--- config.mk ---
export PLATFORM = sky130hd
export DESIGN_NAME = tape_rec
export DESIGN_NICKNAME = d
export VERILOG_FILES = /design/src/rtl/tape_rec.sv
export SDC_FILE = /design/constraint.sdc
export NUM_CORES = 1
export LEC_CHECK = 0
export BUFFER_PORTS_ARGS = -buffer_cell sky130_fd_sc_hd__clkbuf_2
export CORE_ASPECT_RATIO = 0.7
export CORE_UTILIZATION = 50
export DETAILED_ROUTE_END_ITERATION = 6
export PLACE_DENSITY = 0.73
export SYNTH_ARGS = -nofsm -noshare
export SYNTH_HDL_FRONTEND = slang
export SYNTH_SLANG_ARGS = --single-unit
--- constraint.sdc ---
create_clock -name clk_i -period 2.8 [get_ports clk_i]
set_input_delay 0.14 -clock clk_i [delete_from_list [all_inputs] [get_ports clk_i]]
set_output_delay 0.14 -clock clk_i [all_outputs]
set_load 0.05 [all_outputs]
--- src/rtl/tape_rec.sv ---
// tape_rec: demodulates MSX 1200-baud cassette FSK into a .CAS image and writes it byte-wise to DDR3.
// RAM request is held until buff_mem_ready (>=2 cycles/byte); `define TAPE_REC_ERRCNT_EN enables frame_err_cnt_o.
module tape_rec #(
  parameter logic [27:0] BASE_ADDR  = 28'h0C00000,
  parameter int unsigned THRESH     = 1678,
  parameter int unsigned HDR_MIN    = 1024,
  parameter int unsigned SILENCE    = 8192,
  parameter int unsigned FIFO_DEPTH = 4
) (
  input  logic        clk_i,
  input  logic        reset_n_i,
  input  logic        ce_5m3_i,
  input  logic        cas_in_i,
  input  logic        motor_i,
  input  logic        record_i,
  input  logic        rewind_i,
  output logic [27:0] ram_a_o,
  output logic [7:0]  ram_do_o,
  output logic        ram_wr_o,
  input  logic        buff_mem_ready_i,
  output logic [27:0] length_o,
  output logic        busy_o,
  output logic [7:0]  frame_err_cnt_o
);

  localparam int PW = $clog2(FIFO_DEPTH);

  typedef enum logic [2:0] {IDLE, PAD, HDR, SYNC, DATA, STOP} state_t;

  state_t      state_q, state_d;
  logic        cas_q;
  logic [13:0] cnt_q;
  logic [15:0] run_q, run_d;
  logic [1:0]  half_q, half_d;
  logic        kind_q, kind_d;
  logic [2:0]  bitn_q, bitn_d, hidx_q, hidx_d;
  logic        stopn_q, stopn_d;
  logic [7:0]  sr_q, sr_d;
  logic        active, cas_edge, sym_l, sym_vld, sil_w;
  logic        bit_done, bit_val, bit_bad;
  logic        push, push_ok, pop, clr, rew_req, rew_pend_q, aligned;
  logic [7:0]  push_dat;
  logic [7:0]  mem [FIFO_DEPTH];
  logic [PW:0] wp_q, rp_q, fifo_cnt;
  logic        fifo_full, fifo_empty;
  logic [2:0]  occ_lo;
  logic [27:0] length_q, ram_a_q;
  logic [7:0]  ram_do_q;
  logic        ram_wr_q;
`ifdef TAPE_REC_ERRCNT_EN
  logic        serr_q, serr_d, err_evt;
  logic [7:0]  err_q;
`endif

  function automatic logic [7:0] hdr_byte(input logic [2:0] i);
    case (i)
      3'd0: hdr_byte = 8'h1F;
      3'd1: hdr_byte = 8'hA6;
      3'd2: hdr_byte = 8'hDE;
      3'd3: hdr_byte = 8'hBA;
      3'd4: hdr_byte = 8'hCC;
      3'd5: hdr_byte = 8'h13;
      3'd6: hdr_byte = 8'h7D;
      default: hdr_byte = 8'h74;
    endcase
  endfunction

  assign active     = record_i & motor_i;
  assign cas_edge   = cas_in_i ^ cas_q;
  assign sym_l      = cnt_q >= 14'(THRESH);
  assign sym_vld    = cas_edge & active;
  // Counter saturates above SILENCE, so this fires exactly once per gap.
  assign sil_w      = ce_5m3_i & ~cas_edge & (cnt_q == 14'(SILENCE - 1));
  assign fifo_cnt   = wp_q - rp_q;
  assign fifo_empty = (wp_q == rp_q);
  assign fifo_full  = (wp_q[PW] != rp_q[PW]) && (wp_q[PW-1:0] == rp_q[PW-1:0]);
  assign occ_lo     = length_q[2:0] + 3'(fifo_cnt);
  assign aligned    = (occ_lo == 3'd0);
  assign rew_req    = rewind_i | rew_pend_q;
  assign pop        = ram_wr_q & buff_mem_ready_i;
  assign clr        = rew_req & (~ram_wr_q | buff_mem_ready_i);
  assign push_ok    = push & ~fifo_full;

  always_ff @(posedge clk_i or negedge reset_n_i) begin
    if (!reset_n_i) begin
      cas_q <= 1'b0;
      cnt_q <= '0;
    end else begin
      cas_q <= cas_in_i;
      if (cas_edge) cnt_q <= '0;
      else if (ce_5m3_i && cnt_q != '1) cnt_q <= cnt_q + 14'd1;
    end
  end

  always_comb begin
    state_d  = state_q;
    run_d    = run_q;
    half_d   = half_q;
    kind_d   = kind_q;
    bitn_d   = bitn_q;
    hidx_d   = hidx_q;
    stopn_d  = stopn_q;
    sr_d     = sr_q;
    push     = 1'b0;
    push_dat = 8'h00;
    bit_done = 1'b0;
    bit_val  = 1'b0;
    bit_bad  = 1'b0;
`ifdef TAPE_REC_ERRCNT_EN
    serr_d   = serr_q;
    err_evt  = 1'b0;
`endif
    // '0' = two long halves, '1' = four short halves
    if (sym_vld && (state_q == SYNC || state_q == DATA || state_q == STOP)) begin
      if (half_q == 2'd0) begin
        kind_d = sym_l;
        half_d = 2'd1;
      end else if (sym_l != kind_q) begin
        bit_bad = 1'b1;
      end else if (kind_q || half_q == 2'd3) begin
        bit_done = 1'b1;
        bit_val  = ~kind_q;
        half_d   = 2'd0;
      end else begin
        half_d = half_q + 2'd1;
      end
    end
    case (state_q)
      IDLE: if (sym_vld) begin
        if (sym_l) run_d = '0;
        else if (run_q >= 16'(HDR_MIN - 1)) begin
          run_d   = '0;
          state_d = PAD;
        end else run_d = run_q + 16'd1;
      end
      PAD: begin
        if (aligned) begin
          state_d = HDR;
          hidx_d  = '0;
        end else if (!fifo_full) push = 1'b1;
      end
      HDR: if (!fifo_full) begin
        push     = 1'b1;
        push_dat = hdr_byte(hidx_q);
        hidx_d   = hidx_q + 3'd1;
        if (hidx_q == 3'd7) state_d = SYNC;
      end
      SYNC: if (sym_vld) begin
        if (half_q == 2'd0 && !sym_l) half_d = 2'd0;
        else if (bit_bad) state_d = IDLE;
        else if (bit_done) begin
          state_d = DATA;
          bitn_d  = '0;
        end
      end
      DATA: begin
        if (bit_bad) state_d = IDLE;
        else if (bit_done) begin
          sr_d   = {bit_val, sr_q[7:1]};
          bitn_d = bitn_q + 3'd1;
          if (bitn_q == 3'd7) begin
            state_d = STOP;
            stopn_d = 1'b0;
          end
        end
      end
      STOP: begin
        if (bit_bad) state_d = IDLE;
        else if (bit_done) begin
          if (!stopn_q) begin
            stopn_d = 1'b1;
`ifdef TAPE_REC_ERRCNT_EN
            serr_d  = ~bit_val;
`endif
          end else begin
            push     = 1'b1;
            push_dat = sr_q;
            state_d  = SYNC;
`ifdef TAPE_REC_ERRCNT_EN
            err_evt  = serr_q | ~bit_val | fifo_full;
`endif
          end
        end
      end
      default: state_d = IDLE;
    endcase
    if (!active || rew_req) begin
      state_d = IDLE;
      push    = 1'b0;
`ifdef TAPE_REC_ERRCNT_EN
      err_evt = 1'b0;
`endif
    end else if (sil_w && state_q != IDLE) begin
      state_d = IDLE;
      push    = 1'b0;
    end
    if (state_d == IDLE) half_d = 2'd0;
    if ((state_q != IDLE && state_d == IDLE) || !active) run_d = '0;
  end

  always_ff @(posedge clk_i or negedge reset_n_i) begin
    if (!reset_n_i) begin
      state_q <= IDLE;
      run_q   <= '0;
      half_q  <= '0;
      kind_q  <= 1'b0;
      bitn_q  <= '0;
      hidx_q  <= '0;
      stopn_q <= 1'b0;
      sr_q    <= '0;
    end else begin
      state_q <= state_d;
      run_q   <= run_d;
      half_q  <= half_d;
      kind_q  <= kind_d;
      bitn_q  <= bitn_d;
      hidx_q  <= hidx_d;
      stopn_q <= stopn_d;
      sr_q    <= sr_d;
    end
  end

  always_ff @(posedge clk_i) begin
    if (push_ok) mem[wp_q[PW-1:0]] <= push_dat;
  end

  // A pending rewind waits for the in-flight write to be accepted before clearing.
  always_ff @(posedge clk_i or negedge reset_n_i) begin
    if (!reset_n_i) begin
      wp_q       <= '0;
      rp_q       <= '0;
      length_q   <= '0;
      ram_a_q    <= BASE_ADDR;
      ram_do_q   <= 8'h00;
      ram_wr_q   <= 1'b0;
      rew_pend_q <= 1'b0;
    end else begin
      rew_pend_q <= rew_req & ~clr;
      if (clr) begin
        wp_q     <= '0;
        rp_q     <= '0;
        length_q <= '0;
        ram_wr_q <= 1'b0;
        ram_a_q  <= BASE_ADDR;
      end else begin
        if (push_ok) wp_q <= wp_q + 1'b1;
        if (pop) begin
          rp_q     <= rp_q + 1'b1;
          length_q <= length_q + 28'd1;
          ram_wr_q <= 1'b0;
        end else if (!ram_wr_q && !fifo_empty) begin
          ram_wr_q <= 1'b1;
          ram_do_q <= mem[rp_q[PW-1:0]];
          ram_a_q  <= BASE_ADDR + length_q;
        end
      end
    end
  end

`ifdef TAPE_REC_ERRCNT_EN
  always_ff @(posedge clk_i or negedge reset_n_i) begin
    if (!reset_n_i) begin
      serr_q <= 1'b0;
      err_q  <= 8'h00;
    end else begin
      serr_q <= serr_d;
      if (clr) err_q <= 8'h00;
      else if (err_evt && err_q != 8'hFF) err_q <= err_q + 8'd1;
    end
  end
  assign frame_err_cnt_o = err_q;
`else
  assign frame_err_cnt_o = 8'h00;
`endif

  assign ram_a_o  = ram_a_q;
  assign ram_do_o = ram_do_q;
  assign ram_wr_o = ram_wr_q;
  assign length_o = length_q;
  assign busy_o   = ram_wr_q | ~fifo_empty;

endmodule

==> results.ini, run 1 <==
[logic_synthesis]
avgSynthCellArea_sq_um = 10.9
synth-main-ff-cell = dfrtp_1
synthArstFlopShare_pct = 79.5
synth_seq_area_share_pct = 52.4
synth_area_leaders = dfrtp_1 39%, edfxtp_1 12%, xor2_1 4.2%
ys_ff_latch = 156
synth_edf_count = 32
netlist_area_sq_mm = 0.00776
yosys.cell_types.count = 71
synth_top_cell_by_area = dfrtp_1
syn_inst = 710
ys_warn_count = 0
synth_top_area_share_pct = 39.3

[power_and_ir_drop]
leakage_nw = 4.15
p_switching_mw = 1.28
p_clk_share_pct = 46.8
vdd_drop_max_uv = 386
swShare_pct = 25.3
p_seq_share_pct = 47.0
p_int_mw = 3.77
powerDensity_mw_per_mm2 = 545
pwr-share-comb_pct = 6.2

[cells_and_area]
final_cells = 1025
layout_commonest_cell = dfrtp_1
final_area_sq_mm = 0.00927
most-common-layout-cells = 121 x dfrtp_1, 86 x nor2_1, 72 x clkbuf_2
diodes = 0
area_delta_synth_final_pct = 19.4
final_util_pct = 62.2
final_layout_size_suffix_gt1_share_pct = 25.5
fin_nets = 850

[placed_design]
portBuffers = 73
placed_area_sq_mm = 0.00858
dp_hpwl_um = 12000
place_ws_ps = -212
place_inst = 990
place.gp.congestion = 0.902

[detailed_routing]
first_iter_violations = 371
dr.pass1.iters = 5
wl_per_cell_um = 16.5
via_per_inst = 5.61
drtAntennaViolNets = 0
routed_wirelength_um = 16900
drc = 0
vias = 5752

[critical_path]
r2r-start = rp_q[1]$_DFFE_PN0N_
worstSetupStartpointType = register
path_max_fanout = 5
cp-end-kind = register
crit_required_ps = 3120
arrival_ps = 3170
startpoint = rp_q[1]$_DFFE_PN0N_
reg2reg_depth = 9
path_class = register to register

[hold_path]
hp-start = buff_mem_ready_i
hp-class = input port to register
whs_path_depth = 3

[sta]
hold_viol_final = 0
fin_skew_ps = 15.9
fin_crit_ps = 2850
fin_crit_sh_pct = 102
fmax_mhz = 351
slew_viol_final = 0
slew-limit-headroom_pct = 42.1
worst_slack_ps = -52.7
finalSetupViolCount = 27
rsz0062_at_grt = yes
whs_ps = 41.4
tightest_slew_ps = 846

[flow_run]
cap_violations = 0

[run_status]
status = complete, but fails checks
violations = negative setup slack

[floorplanning]
die_area_sq_mm = 0.0160
die_w_um = 151
pin_count = 82
die_h_um = 106
coreArea_sq_mm = 0.0149
start_util_pct = 52.1
rows = 37

[global_route]
grt_max_degree = 61
busiest_layer = met2
grt_pass1_wl_um = 28300
grtUsageMet2_pct = 34.4
grt_pass1_vias = 5663
grt_overflow = 0
grt_use_total_pct = 22.7
grt.met3_usage_pct = 5.11
use_met1_pct = 32.6
antenna_found_initial = 0

[clock_network]
clock_path_buffers = 2
cts_tree = built
cts_made_buffers = 17
clkLatencyLatePin_ps = 430
htreeDepth = 4
cts.reportedPaths.clkPinSlew_ps = 80
cts-root-buf = clkbuf_16
cts.sinks = 156

-- final cells by class --
| type | count | area, sq um |
|---|---|---|
| timing repair buffer | 113 | 714 |
| sequential | 156 | 4070 |
| inverter | 25 | 96.3 |
| fill | 1174 | 5640 |
| tap | 195 | 244 |
| multi-input combinational | 504 | 3540 |
| clock inverter | 14 | 174 |
| clock buffer | 18 | 429 |
-- path summary, 6_finish.rpt --
path                                      endpoint  slack [ps]
max                            wp_q[2]$_DFFE_PN0P_         -50
min                           rew_pend_q$_DFF_PN0_          40
max reg2reg                    wp_q[2]$_DFFE_PN0P_         -50
min reg2reg                ram_a_o[24]$_DFFE_PN0P_         490
max in group asynchronous  ram_a_o[22]$_DFFE_PN1P_        1750
min in group asynchronous  ram_do_o[2]$_DFFE_PN0P_         200
-- cell families (layout without fill, tap and decap cells) --
family | Yosys count | after routing | synth area share [%]
and+or+nand+nor | 265 | 265 | 16.6
DFF | 156 | 156 | 52.4
AOI/OAI and AO/OA | 117 | 117 | 11.2
xor gates and xnor gates | 58 | 58 | 6.72
buffers and inverters | 57 | 170 | 3.29
muxes | 31 | 31 | 5.58
adders and majority gates | 25 | 25 | 4.22
other | 1 | 8 | 0.0483
-- state kept, by name (all words and copies together), names as in the netlist, 3 cells and up --
register  count
wp_q          3
mem          32
length_o     28
ram_a_o      28
ram_do_o      8
bitn_q        3
cnt_q        14
state_q       3
run_q        16
sr_q          8
rp_q          3
hidx_q        3
-- cells in the mapped netlist (10+ instances only) --
cell type	number
edfxtp_1	32
inv_1	24
nor2_1	86
dfrtp_1	122
nand2_1	71
ha_1	23
nor3_1	15
nand4_1	15
xor2_1	37
a22o_1	23
a21oi_2	10
a21oi_1	22
xnor2_1	20
o21ai_0	21
mux2_2	16
or3_1	13
nand3_1	16
clkbuf_1	18
-- per-layer routing --
layer  wire length, um  vias to the layer above
met3               750                       20
met4               198                        0
met2              7830                      147
li1                  -                     2731
met5                 0                        -
met1              8090                     2854
-- worst max-delay path, stage by stage (launching register included) --
cell     delay [ps]
dfrtp_1         400
fa_1            510
fa_2            340
xnor3_1         220
xor2_2          170
nor3_2          160
nor3_1           60
o311a_2         400
and2_4          200
mux2_4          290
-- through the flow --
step | power (mW) | setup TNS, ps
after global placement | 2.72 | -4870
final | 5.05 | -551
after CTS | 5.09 | -707
after detailed placement | 2.73 | -8870
after global routing | 5.24 | -6110
after floorplan | 2.63 | -6720
-- power groups by stage --
stage / registers, mW / clock network (mW) / logic [mW]
after floorplan: 2.52 / 0 / 0.108
after global placement: 2.41 / 0 / 0.310
after detailed placement: 2.42 / 0 / 0.316
after CTS: 2.37 / 2.40 / 0.319
after global routing: 2.38 / 2.52 / 0.341
final: 2.37 / 2.36 / 0.314
-- timing repair --
item / 4_1_cts / 5_1_grt
hold buffers: 2 / 0
hold endpoints to repair: 32 / 0
resized for setup: 10 / 9
endpoints found under the setup margin: 53 / 69
setup buffers: 0 / 1
pin swaps: 5 / 1
Power figures use the tool's default switching activity.
==> run 2, diff against run 1 <==
--- a/config.mk
+++ b/config.mk
@@ -10,5 +10,5 @@
 export CORE_UTILIZATION = 50
 export DETAILED_ROUTE_END_ITERATION = 6
-export PLACE_DENSITY = 0.73
+export PLACE_DENSITY_LB_ADDON = 0.25
 export SYNTH_ARGS = -nofsm -noshare
 export SYNTH_HDL_FRONTEND = slang
==> constraint.sdc (replaced) <==
create_clock -name clk_i -period 2.8 [get_ports clk_i]
set_input_delay 0 -clock clk_i [delete_from_list [all_inputs] [get_ports clk_i]]
set_output_delay 0 -clock clk_i [all_outputs]
set_load 0.05 [all_outputs]
==> results.ini, run 2 (same netlist as run 1, synthesis figures left out) <==
[cells_and_area]
area_delta_synth_final_pct = 20.4
final_area_sq_mm = 0.00935  ; +0.84%
final_cells = 1032  ; +0.68%
fillers = 1158  ; -1.4%
diodes = 0  ; unchanged
fin_nets = 857  ; +0.82%
final_layout_size_suffix_gt1_share_pct = 26.8  ; +1.2 points
largest_reg_flops = 32  ; unchanged
layout_commonest_cell = dfrtp_1
final_util_pct = 62.7  ; +0.52 points
most-common-layout-cells = 120 x dfrtp_1, 85 x nor2_1, 72 x clkbuf_2

[global_route]
grt_pass1_vias = 5562  ; -1.8%
grt_use_total_pct = 22.7  ; about the same
grt_pass1_wl_um = 27900  ; -1.2%
grt_max_degree = 51  ; -16%
antenna_found_initial = 0  ; unchanged
grt_overflow = 0  ; unchanged

[sta]
worst_slack_ps = -160  ; -108 ps
tns_ps = -5380  ; -4830 ps
fin_crit_ps = 2960  ; +108 ps
finalSetupViolCount = 53  ; +96%
hold_viol_final = 0  ; unchanged
tightest_slew_ps = 805  ; -41.4 ps
rsz0062_at_grt = yes
fin_crit_sh_pct = 106  ; +3.8 points
fmax_mhz = 338  ; -3.6%
slew-limit-headroom_pct = 45.0  ; +2.8 points
fin_skew_ps = 8.03  ; -7.83 ps
slew_viol_final = 0  ; unchanged

[critical_path]
r2r_setup_slack_ps = -160  ; -110 ps
worstSetupStartpointType = register
cp_common_cell = inv_2
cp-end-kind = register
path_max_fanout = 4  ; -1
cp_slowest_stage_delay_ps = 460  ; -50 ps
crit_required_ps = 3120  ; about the same
reg2reg_depth = 13  ; +4
path_cells = inv_2 -> ha_4 -> inv_2 -> ha_2 -> inv_2 -> fa_2 -> xnor3_1 -> xor2_2 -> nor3_2 -> nor3_1 -> o311a_2 -> and2_4 -> mux2_4
arrival_ps = 3280  ; +110 ps
slowest_stage = o311a_2
cp.buffers_inverters = 3  ; +3
path_depth = 13  ; +4
path_class = register to register
critPathTopFamily = adder cells

[floorplanning]
rows = 37  ; unchanged
start_util_pct = 52.1  ; unchanged
die_w_um = 151  ; unchanged
pin_count = 82  ; unchanged
die_area_sq_mm = 0.0160  ; unchanged
coreArea_sq_mm = 0.0149  ; unchanged
die_h_um = 106  ; unchanged

[placed_design]
dp_hpwl_um = 11700  ; -2.3%
place_ws_ps = -233  ; -20.7 ps
place.gp.congestion = 0.841  ; -6.8%
place_inst = 991  ; +0.10%
placed_area_sq_mm = 0.00859  ; +0.12%
portBuffers = 73  ; unchanged

[detailed_routing]
vias = 5795  ; +0.75%
drtAntennaViolNets = 0  ; unchanged
dr.pass1.iters = 5  ; unchanged
routed_wirelength_um = 16900  ; +0.17%
via_per_inst = 5.62  ; about the same
wl_per_cell_um = 16.4  ; -0.51%
first_iter_violations = 350  ; -5.7%
drc = 0  ; unchanged

[clock_network]
cts.reportedPaths.clkPinSlew_ps = 60  ; -20 ps
cts_made_buffers = 17  ; unchanged
htreeDepth = 4  ; unchanged
clkLatencyLatePin_ps = 430  ; about the same
cts-root-buf = clkbuf_16
cts.sinks = 156  ; unchanged
cts_tree = built
clock_path_buffers = 2  ; unchanged

[flow_run]
cap_violations = 0  ; unchanged

[hold_path]
whs_path_depth = 5  ; +2
hp-class = input port to register

[power_and_ir_drop]
powerDensity_mw_per_mm2 = 545  ; about the same
vdd_drop_max_uv = 389  ; +0.65%
leakage_nw = 4.18  ; +0.94%

[run_status]
violations = negative setup slack
status = complete, but fails checks

[run 2: area by class of cell]
type | instances | area, sq um | share of cell area [%]
Inverter | 25 | 93.8 | 1.00
Sequential cell | 156 | 4070 | 43.5
Clock buffer | 17 | 425 | 4.55
Timing Repair Buffer | 120 | 776 | 8.30
Multi-Input combinational cell | 504 | 3550 | 38.0
Tap cell | 195 | 244 | 2.61
Clock inverter | 15 | 189 | 2.02
[run 2: worst paths after layout]
check	endpoint	startpoint
worst max-delay path	wp_q[2]$_DFFE_PN0P_	wp_q[0]$_DFFE_PN0P_
worst min-delay path	cnt_q[1]$_DFFE_PN0P_	ce_5m3_i
worst max register to register	wp_q[2]$_DFFE_PN0P_	wp_q[0]$_DFFE_PN0P_
worst min register to register	ram_a_o[23]$_DFFE_PN1P_	ram_a_o[23]$_DFFE_PN1P_
max in group asynchronous	cnt_q[0]$_DFFE_PN0P_	reset_n_i
min in group asynchronous	sr_q[0]$_DFFE_PN0P_	reset_n_i
[run 2: metrics by stage]
stage | hold slack, ps | total power [mW]
after detailed placement | 77.8 | 2.74
after global placement | 56.9 | 2.73
after CTS | 78.5 | 5.15
after floorplan | -296 | 2.63
final | 97.0 | 5.09
after global routing | 128 | 5.28
[run 2: per-layer routing]
| layer | vias to the layer above | track usage, % | wire length (um) |
|---|---|---|---|
| met4 | 0 | 9.29 | 294 |
| met3 | 29 | 4.72 | 726 |
| met1 | 2885 | 31.4 | 7950 |
| met5 | - | 0 | 0 |
| li1 | 2736 | - | - |
| met2 | 145 | 34.9 | 7930 |
[run 2: power by group]
| part | total, mW | internal (mW) | switching [mW] | leakage (nW) |
|---|---|---|---|---|
| combinational | 0.320 | 0.0762 | 0.244 | 1.92 |
| sequential | 2.37 | 2.35 | 0.0247 | 1.97 |
| clock | 2.40 | 1.42 | 0.980 | 0.294 |
[run 2: timing repair]
item                                    4_1_cts  5_1_grt
cloned                                        0        0
setup buffers                                 2        3
gates resized for setup                       5       18
endpoints found under the setup margin       53       65
hold buffers                                  4        0
hold endpoints to repair                     48        0
pin swaps                                     6        8
[run 2: tightest hold or removal path, stage by stage]
cell and delay (ps):
clkbuf_2 80, inv_1 100, a21oi_1 130, nor2_1 110, a211oi_1 50
